## src/rtl/eib_pkg.sv

```systemverilog
// Shared definitions for the nested external interrupt block: register map,
// cause-word layout and the fixed-priority encoder.
package eib_pkg;

  localparam logic [11:0] EIB_RA    = 12'hfff;
  localparam logic [11:0] EIB_ISR   = 12'hffe;
  localparam logic [11:0] EIB_IMR   = 12'hffd;
  localparam logic [11:0] EIB_MODE  = 12'hffc;
  localparam logic [11:0] EIB_CAUSE = 12'hffb;
  localparam logic [11:0] EIB_STAT  = 12'hffa;

  localparam int unsigned CAUSE_NONE = 31;

  // Lowest set index wins (line 0 is highest priority); 0 when nothing is set.
  function automatic logic [4:0] prio_enc(input logic [31:0] v);
    logic [4:0] idx;
    idx = '0;
    for (int i = 31; i >= 0; i--) begin
      if (v[i]) idx = 5'(i);
    end
    return idx;
  endfunction

endpackage

```

## src/rtl/eib_frame_stack.sv

```systemverilog
// Interrupt frame storage: saved return address plus the mask in force
// before the frame was entered. Storage is not reset; depth gates visibility.
module eib_frame_stack
  import eib_pkg::*;
#(
  parameter int unsigned IRQ_COUNT  = 32,
  parameter int unsigned DEPTH_BITS = 4
) (
  input  logic                  clk,
  input  logic                  we,
  input  logic [DEPTH_BITS-1:0] wr_idx,
  input  logic [31:0]           wr_ra,
  input  logic [IRQ_COUNT-1:0]  wr_imr,
  input  logic [DEPTH_BITS-1:0] rd_idx,
  output logic [31:0]           rd_ra,
  output logic [IRQ_COUNT-1:0]  rd_imr
);

  localparam int unsigned MAX_DEPTH = 1 << DEPTH_BITS;

  logic [31:0]          ra_mem  [MAX_DEPTH];
  logic [IRQ_COUNT-1:0] imr_mem [MAX_DEPTH];

  always_ff @(posedge clk) begin
    if (we) begin
      ra_mem[wr_idx]  <= wr_ra;
      imr_mem[wr_idx] <= wr_imr;
    end
  end

  assign rd_ra  = ra_mem[rd_idx];
  assign rd_imr = imr_mem[rd_idx];

endmodule

```

## src/rtl/eib_nested.sv

```systemverilog
// Nested external interrupt controller on the data bus: edge/level pending
// logic, fixed-priority cause, and a frame stack that masks on push.
module eib_nested
  import eib_pkg::*;
#(
  parameter int unsigned IRQ_COUNT  = 32,
  parameter int unsigned DEPTH_BITS = 4,
  parameter logic [19:0] PAGE       = 20'hfffff
) (
  input  logic                 clk,
  input  logic                 reset,
  input  logic                 strobe,
  input  logic                 rw,
  input  logic [31:0]          d_addr,
  input  logic [31:0]          d_wdata,
  output logic [31:0]          d_rdata,
  input  logic [IRQ_COUNT-1:0] irq,
  output logic                 trap,
  output logic [4:0]           cause
);

  localparam int unsigned DW        = DEPTH_BITS + 1;
  localparam int unsigned MAX_DEPTH = 1 << DEPTH_BITS;

  logic [IRQ_COUNT-1:0] imr, mode, edge_lat, irq_q;
  logic [IRQ_COUNT-1:0] isr, pend, cause_oh, low_mask, edge_set, edge_clr, wdata_n;
  logic [DW-1:0]        depth;
  logic                 ovf, unf;
  logic                 sel, wr_en, rd_en, full, empty, push_ok, pop_ok, any_pend;
  logic [11:0]          off;
  logic [31:0]          st_ra, rd_mux, cause_word;
  logic [IRQ_COUNT-1:0] st_imr;

  // Bus decode and stack bounds
  always_comb begin
    sel     = strobe && (d_addr[31:12] == PAGE);
    off     = d_addr[11:0];
    wr_en   = sel && rw;
    rd_en   = sel && !rw;
    wdata_n = d_wdata[IRQ_COUNT-1:0];
    full    = (depth == DW'(MAX_DEPTH));
    empty   = (depth == '0);
    push_ok = wr_en && (off == EIB_RA) && !full;
    pop_ok  = rd_en && (off == EIB_RA) && !empty;
  end

  // Pending, priority and the edge latch next-state terms
  always_comb begin
    isr        = edge_lat | (irq & ~mode);
    pend       = isr & imr;
    any_pend   = |pend;
    cause      = prio_enc(32'(pend));
    cause_oh   = IRQ_COUNT'(32'd1 << cause);
    low_mask   = IRQ_COUNT'((32'd1 << cause) - 32'd1);
    edge_set   = mode & irq & ~irq_q;
    edge_clr   = '0;
    if (wr_en && (off == EIB_ISR)) edge_clr = edge_clr | wdata_n;
    if (push_ok)                   edge_clr = edge_clr | cause_oh;
    cause_word             = 32'(cause);
    cause_word[CAUSE_NONE] = ~any_pend;
  end

  // Read data source for the selected offset
  always_comb begin
    rd_mux = '0;
    case (off)
      EIB_RA:    rd_mux = empty ? 32'd0 : st_ra;
      EIB_ISR:   rd_mux = 32'(isr);
      EIB_IMR:   rd_mux = 32'(imr);
      EIB_MODE:  rd_mux = 32'(mode);
      EIB_CAUSE: rd_mux = cause_word;
      EIB_STAT:  rd_mux = 32'({ovf, unf, depth});
      default:   rd_mux = '0;
    endcase
  end

  always_ff @(posedge clk or posedge reset) begin
    if (reset) begin
      imr      <= '0;
      mode     <= '0;
      edge_lat <= '0;
      irq_q    <= '0;
      depth    <= '0;
      ovf      <= 1'b0;
      unf      <= 1'b0;
      trap     <= 1'b0;
      d_rdata  <= '0;
    end else begin
      irq_q    <= irq;
      edge_lat <= (edge_lat & ~edge_clr) | edge_set;
      trap     <= any_pend;
      if (rd_en) d_rdata <= rd_mux;
      if (wr_en) begin
        case (off)
          EIB_IMR:  imr  <= wdata_n;
          EIB_MODE: mode <= wdata_n;
          EIB_STAT: begin
            ovf <= 1'b0;
            unf <= 1'b0;
          end
          EIB_RA: begin
            if (full) begin
              ovf <= 1'b1;
            end else begin
              depth <= depth + DW'(1);
              imr   <= imr & low_mask;
            end
          end
          default: ;
        endcase
      end
      // A pop hands control back to the interrupted frame's mask
      if (rd_en && (off == EIB_RA)) begin
        if (pop_ok) begin
          depth <= depth - DW'(1);
          imr   <= st_imr;
        end else begin
          unf <= 1'b1;
        end
      end
    end
  end

  eib_frame_stack #(
    .IRQ_COUNT (IRQ_COUNT),
    .DEPTH_BITS(DEPTH_BITS)
  ) u_stack (
    .clk   (clk),
    .we    (push_ok),
    .wr_idx(depth[DEPTH_BITS-1:0]),
    .wr_ra (d_wdata),
    .wr_imr(imr),
    .rd_idx(DEPTH_BITS'(depth - DW'(1))),
    .rd_ra (st_ra),
    .rd_imr(st_imr)
  );

endmodule

```

## config.mk

```make
export PLATFORM = sky130hd
export DESIGN_NAME = eib_nested
export DESIGN_NICKNAME = d
export VERILOG_FILES = /design/src/rtl/eib_pkg.sv /design/src/rtl/eib_frame_stack.sv /design/src/rtl/eib_nested.sv
export SDC_FILE = /design/constraint.sdc
export NUM_CORES = 2
export LEC_CHECK = 0
export ABC_AREA = 1
export CAP_MARGIN = 10
export CORE_UTILIZATION = 40
export CTS_BUF_LIST = sky130_fd_sc_hd__clkbuf_8
export CTS_CLUSTER_SIZE = 8
export DETAILED_ROUTE_END_ITERATION = 12
export GPL_TIMING_DRIVEN = 0
export PLACE_DENSITY = 0.63
export SYNTH_ARGS = -nofsm -noshare
export SYNTH_HDL_FRONTEND = slang
export SYNTH_SLANG_ARGS = --single-unit
```

## constraint.sdc

```tcl
create_clock -name clk -period 18.7 [get_ports clk]
set_input_delay 3.74 -clock clk [delete_from_list [all_inputs] [get_ports clk]]
set_output_delay 3.74 -clock clk [all_outputs]
set_load 0.02 [all_outputs]
```

==> out/metrics.csv <==
stage,metric,value,unit
status,status,"finished, final reports clean",
global_routing,grt_overflow,0,
setup_path,required,14.96,ns
floorplan,die_x,353.6,um
clocking,post_cts_buffers,0,
timing,rsz0062_at_grt,no,
yosys,netlist_area,49450,sq um
yosys,yosysSeqAreaShare,0.7068,
timing,post-route-min-period,11.42,ns
timing,finClkSkew,0.05846,ns
route,detail_route.drc_violations,0,
pwr,p_total,5.050,mW
timing,final-hold-violation-count,0,
timing,fin_crit_sh,0.6107,
yosys,synth_nets,4314,
setup_path,critPathArrivalTime,7.68,ns
clocking,cts_buffers,189,
final_layout,fill_cells,11040,
run,maxCapViolations,0,
yosys,synth_edf_count,1024,
pwr,p_leak,21.26,nW
yosys,synthCells,4208,
placed_design,place_area,54140,sq um
pwr,power_density,87.58,nW/um^2
clocking,clock-sinks,1192,
final_layout,nets,4705,
pwr,p_switching,1.116,mW
timing,max_freq,0.08757,GHz
final_layout,drive_gt1_frac,0.07765,
setup_path,setup.worst_path.class,in2out,
timing,maxSlewHeadroom,0.04394,
hold_path,hold_path.class,reg2reg,
route,drt-pass1-iter-count,8,
clocking,cts.repair.resized,0,
clocking,cts_tree,built,
final_layout,finalInstanceArea,57660,sq um
global_routing,grt_first_pass_wirelength,265600,um
route,drt-total-wl,190300,um
route,dr.max_layer_used,met5,
timing,worst_pin_slew,1.434,ns
yosys,synth_flop_cell,edfxtp_1,
yosys,yosysWarnings,0,
clocking,ctsHoldBuffers,0,
yosys,ys_types,53,
floorplan,initial_core_util,0.4047,
timing,setup-violations-final,0,
route,wl_met3,24880,um
yosys,yosys.area.top_type,edfxtp_1,
floorplan,io_pins,138,
clocking,clock_latency,0.92,ns
placed_design,io_buffer_count,137,
clocking,clkTransAtPathRegs,0.06,ns
pwr,power.combinational.fraction,0.014,
setup_path,cp_slowest_cell,clkdlybuf4s50_1,
global_routing,grt_max_degree,113,
clocking,htreeDepth,4,
setup_path,endpoint_kind,output pin,
yosys,ys_ff_latch,1192,
floorplan,die-area,125000,sq um
route,num_vias,38660,
floorplan,core_area,122200,sq um
setup_path,slowest_delay,0.67,ns
pwr,p_int,3.934,mW
placed_design,hpwl,134900,um
route,wl_met1,71780,um
pwr,p_seq_frac,0.569,
pwr,switching_share,0.2210,
route,wl_per_cell,29.90,um
global_routing,grt_pass1_vias,36120,
timing,fin_setup_tns,0,ns
final_layout,syn2layout_area_growth,16.59,%
route,ant_nets,0,
timing,slew_viol_final,0,
yosys,async_flop_share,0.1409,
route,vias_per_cell,6.072,
floorplan,std_cell_rows,128,
clocking,root_buffer,clkbuf_8,
setup_path,crit_path_start_kind,input pin,
pwr,ir_drop,69.94,uV
clocking,clock_path_buffers,3,
yosys,yosys-top-cells-area,"edfxtp_1 62%, dfrtp_1 8.5%, nand2_1 4.9%",
setup_path,crit_path_max_fanout,5,
floorplan,die_height,353.6,um
global_routing,grt_antenna_before_repair,13,
global_routing,grt_usage,0.2988,
pwr,clock_power_share,0.416,
placed_design,placedCellCount,6029,
route,dr.first_iter.drc_count,6266,
placed_design,gp_congestion,0.9739,
route,wl_met2,83050,um
final_layout,final_util,0.4718,
yosys,syn_avg_cell_area,11.75,sq um
final_layout,fin_cells,6367,
setup_path,regToRegSetupSlack,9.98,ns
setup_path,path_common_cell,nand2_1,
yosys,synth_top_cell_area_share,0.6218,
flip-flops by register name (all words and copies together), names as in the netlist:
name / cells
d_rdata: 32
irq_q: 32
ovf: 1
depth: 5
unf: 1
edge_lat: 32
mode: 32
trap: 1
u_stack.ra_mem: 512
u_stack.imr_mem: 512
imr: 32
placed cells by master (no fill, tap or decap), types with 6 or more instances in the layout:
| cell type | synthesis | layout |
|---|---|---|
| a211oi_1 | 15 | 15 |
| buf_4 | 0 | 13 |
| buf_16 | 0 | 17 |
| ha_1 | 6 | 6 |
| a21oi_1 | 327 | 327 |
| buf_12 | 0 | 29 |
| dfrtp_1 | 168 | 168 |
| o221ai_1 | 8 | 8 |
| a22o_1 | 19 | 19 |
| inv_1 | 145 | 227 |
| clkdlybuf4s50_1 | 0 | 137 |
| nand2_1 | 646 | 646 |
| nor2_1 | 509 | 494 |
| a221oi_1 | 88 | 88 |
| o311ai_0 | 9 | 9 |
| nand3_2 | 6 | 6 |
| clkbuf_8 | 0 | 202 |
| o31ai_1 | 20 | 20 |
| o21bai_1 | 8 | 8 |
| clkbuf_1 | 235 | 235 |
| o21ai_1 | 9 | 9 |
| o22ai_1 | 154 | 154 |
| o21ai_0 | 421 | 421 |
| nor3_1 | 22 | 22 |
| a31oi_1 | 13 | 13 |
| nand4_1 | 24 | 24 |
| clkinv_2 | 0 | 7 |
| buf_1 | 32 | 32 |
| nor2_4 | 6 | 21 |
| nand3_1 | 134 | 134 |
| a22oi_1 | 64 | 64 |
| clkinv_1 | 4 | 24 |
| a221o_1 | 7 | 7 |
| o211ai_1 | 12 | 12 |
| inv_2 | 11 | 11 |
| nand2_2 | 8 | 8 |
| edfxtp_1 | 1024 | 1024 |
cell usage after synthesis (5+ instances only):
master / instances
a21oi_1: 327
nor2_2: 5
o221ai_1: 8
nor4_1: 7
nand2_2: 8
nor3_1: 22
o211ai_1: 12
a211oi_1: 15
a22oi_1: 64
nand3_1: 134
o31ai_1: 20
inv_2: 11
a22o_1: 19
buf_1: 32
nor2_4: 6
o22ai_1: 154
edfxtp_1: 1024
a221oi_1: 88
nand2_1: 646
a221o_1: 7
o311ai_0: 9
inv_1: 145
a31oi_1: 13
or2_2: 5
clkbuf_1: 235
dfrtp_1: 168
o21ai_0: 421
nand4_1: 24
o21bai_1: 8
ha_1: 6
nor2_1: 509
nand3_2: 6
o21ai_1: 9
worst paths after layout:
| kind | startpoint | endpoint | cells after the start |
|---|---|---|---|
| setup / recovery | irq[29] | cause[0] | 36 |
| hold / removal | irq_q[24] | edge_lat[24] | 1 |
| setup reg to reg | depth[0] | d_rdata[2] | 16 |
| hold reg to reg | irq_q[24] | edge_lat[24] | 1 |
| max in group asynchronous | reset | mode[28] | 3 |
| min in group asynchronous | reset | edge_lat[20] | 2 |
cell type report:
class                           count  area (sq um)  area share
Antenna cell                        3         7.507   0.0001302
Buffer                            271          1022     0.01773
Clock buffer                      202          2780     0.04822
Clock inverter                    129         689.4     0.01196
Inverter                          160         608.1     0.01055
Multi-Input combinational cell   2585         13000      0.2255
Sequential cell                  1192         34950      0.6062
Tap cell                         1625          2033     0.03526
Timing Repair Buffer              200          2560     0.04440
cell families after synthesis:
family | count (synthesis) | synth area share
fa+ha+maj | 6 | 0.001518
simple gates | 1386 | 0.1161
flops | 1192 | 0.7068
xor+xnor | 5 | 0.0008855
buf+inv | 431 | 0.03281
compound gates | 1188 | 0.1419
per-layer routing:
metal / vias to the layer above / GRT usage
met1: 19050 / 0.4041
met2: 2853 / 0.4436
met3: 530 / 0.07897
li1: 16220 / -
met4: 8 / 0.1515
met5: - / 0
power groups by stage:
stage	registers, mW	logic, mW	clock network [mW]
global placement	2.93	0.0683	0
global route	2.87	0.0745	2.21
floorplan	2.93	0.00879	0
finish	2.87	0.0731	2.10
CTS	2.87	0.0705	2.10
detailed placement	2.93	0.0703	0
through the flow:
| step | setup slack [ns] | hold slack (ns) |
|---|---|---|
| after floorplan | 6.982 | 0.3988 |
| after global placement | -1.782 | 0.4023 |
| after detailed placement | 7.417 | 0.4067 |
| after CTS | 7.395 | 0.4082 |
| after global routing | 6.963 | 0.4085 |
| final | 7.280 | 0.4076 |
critical path: cells and delay by family:
kind	cells	cell delay, ns
and+or+nand+nor	31	2.23
AOI/OAI and AO/OA	1	0.14
buffers and inverters	4	1.57
(Power assumes the default switching activity.)
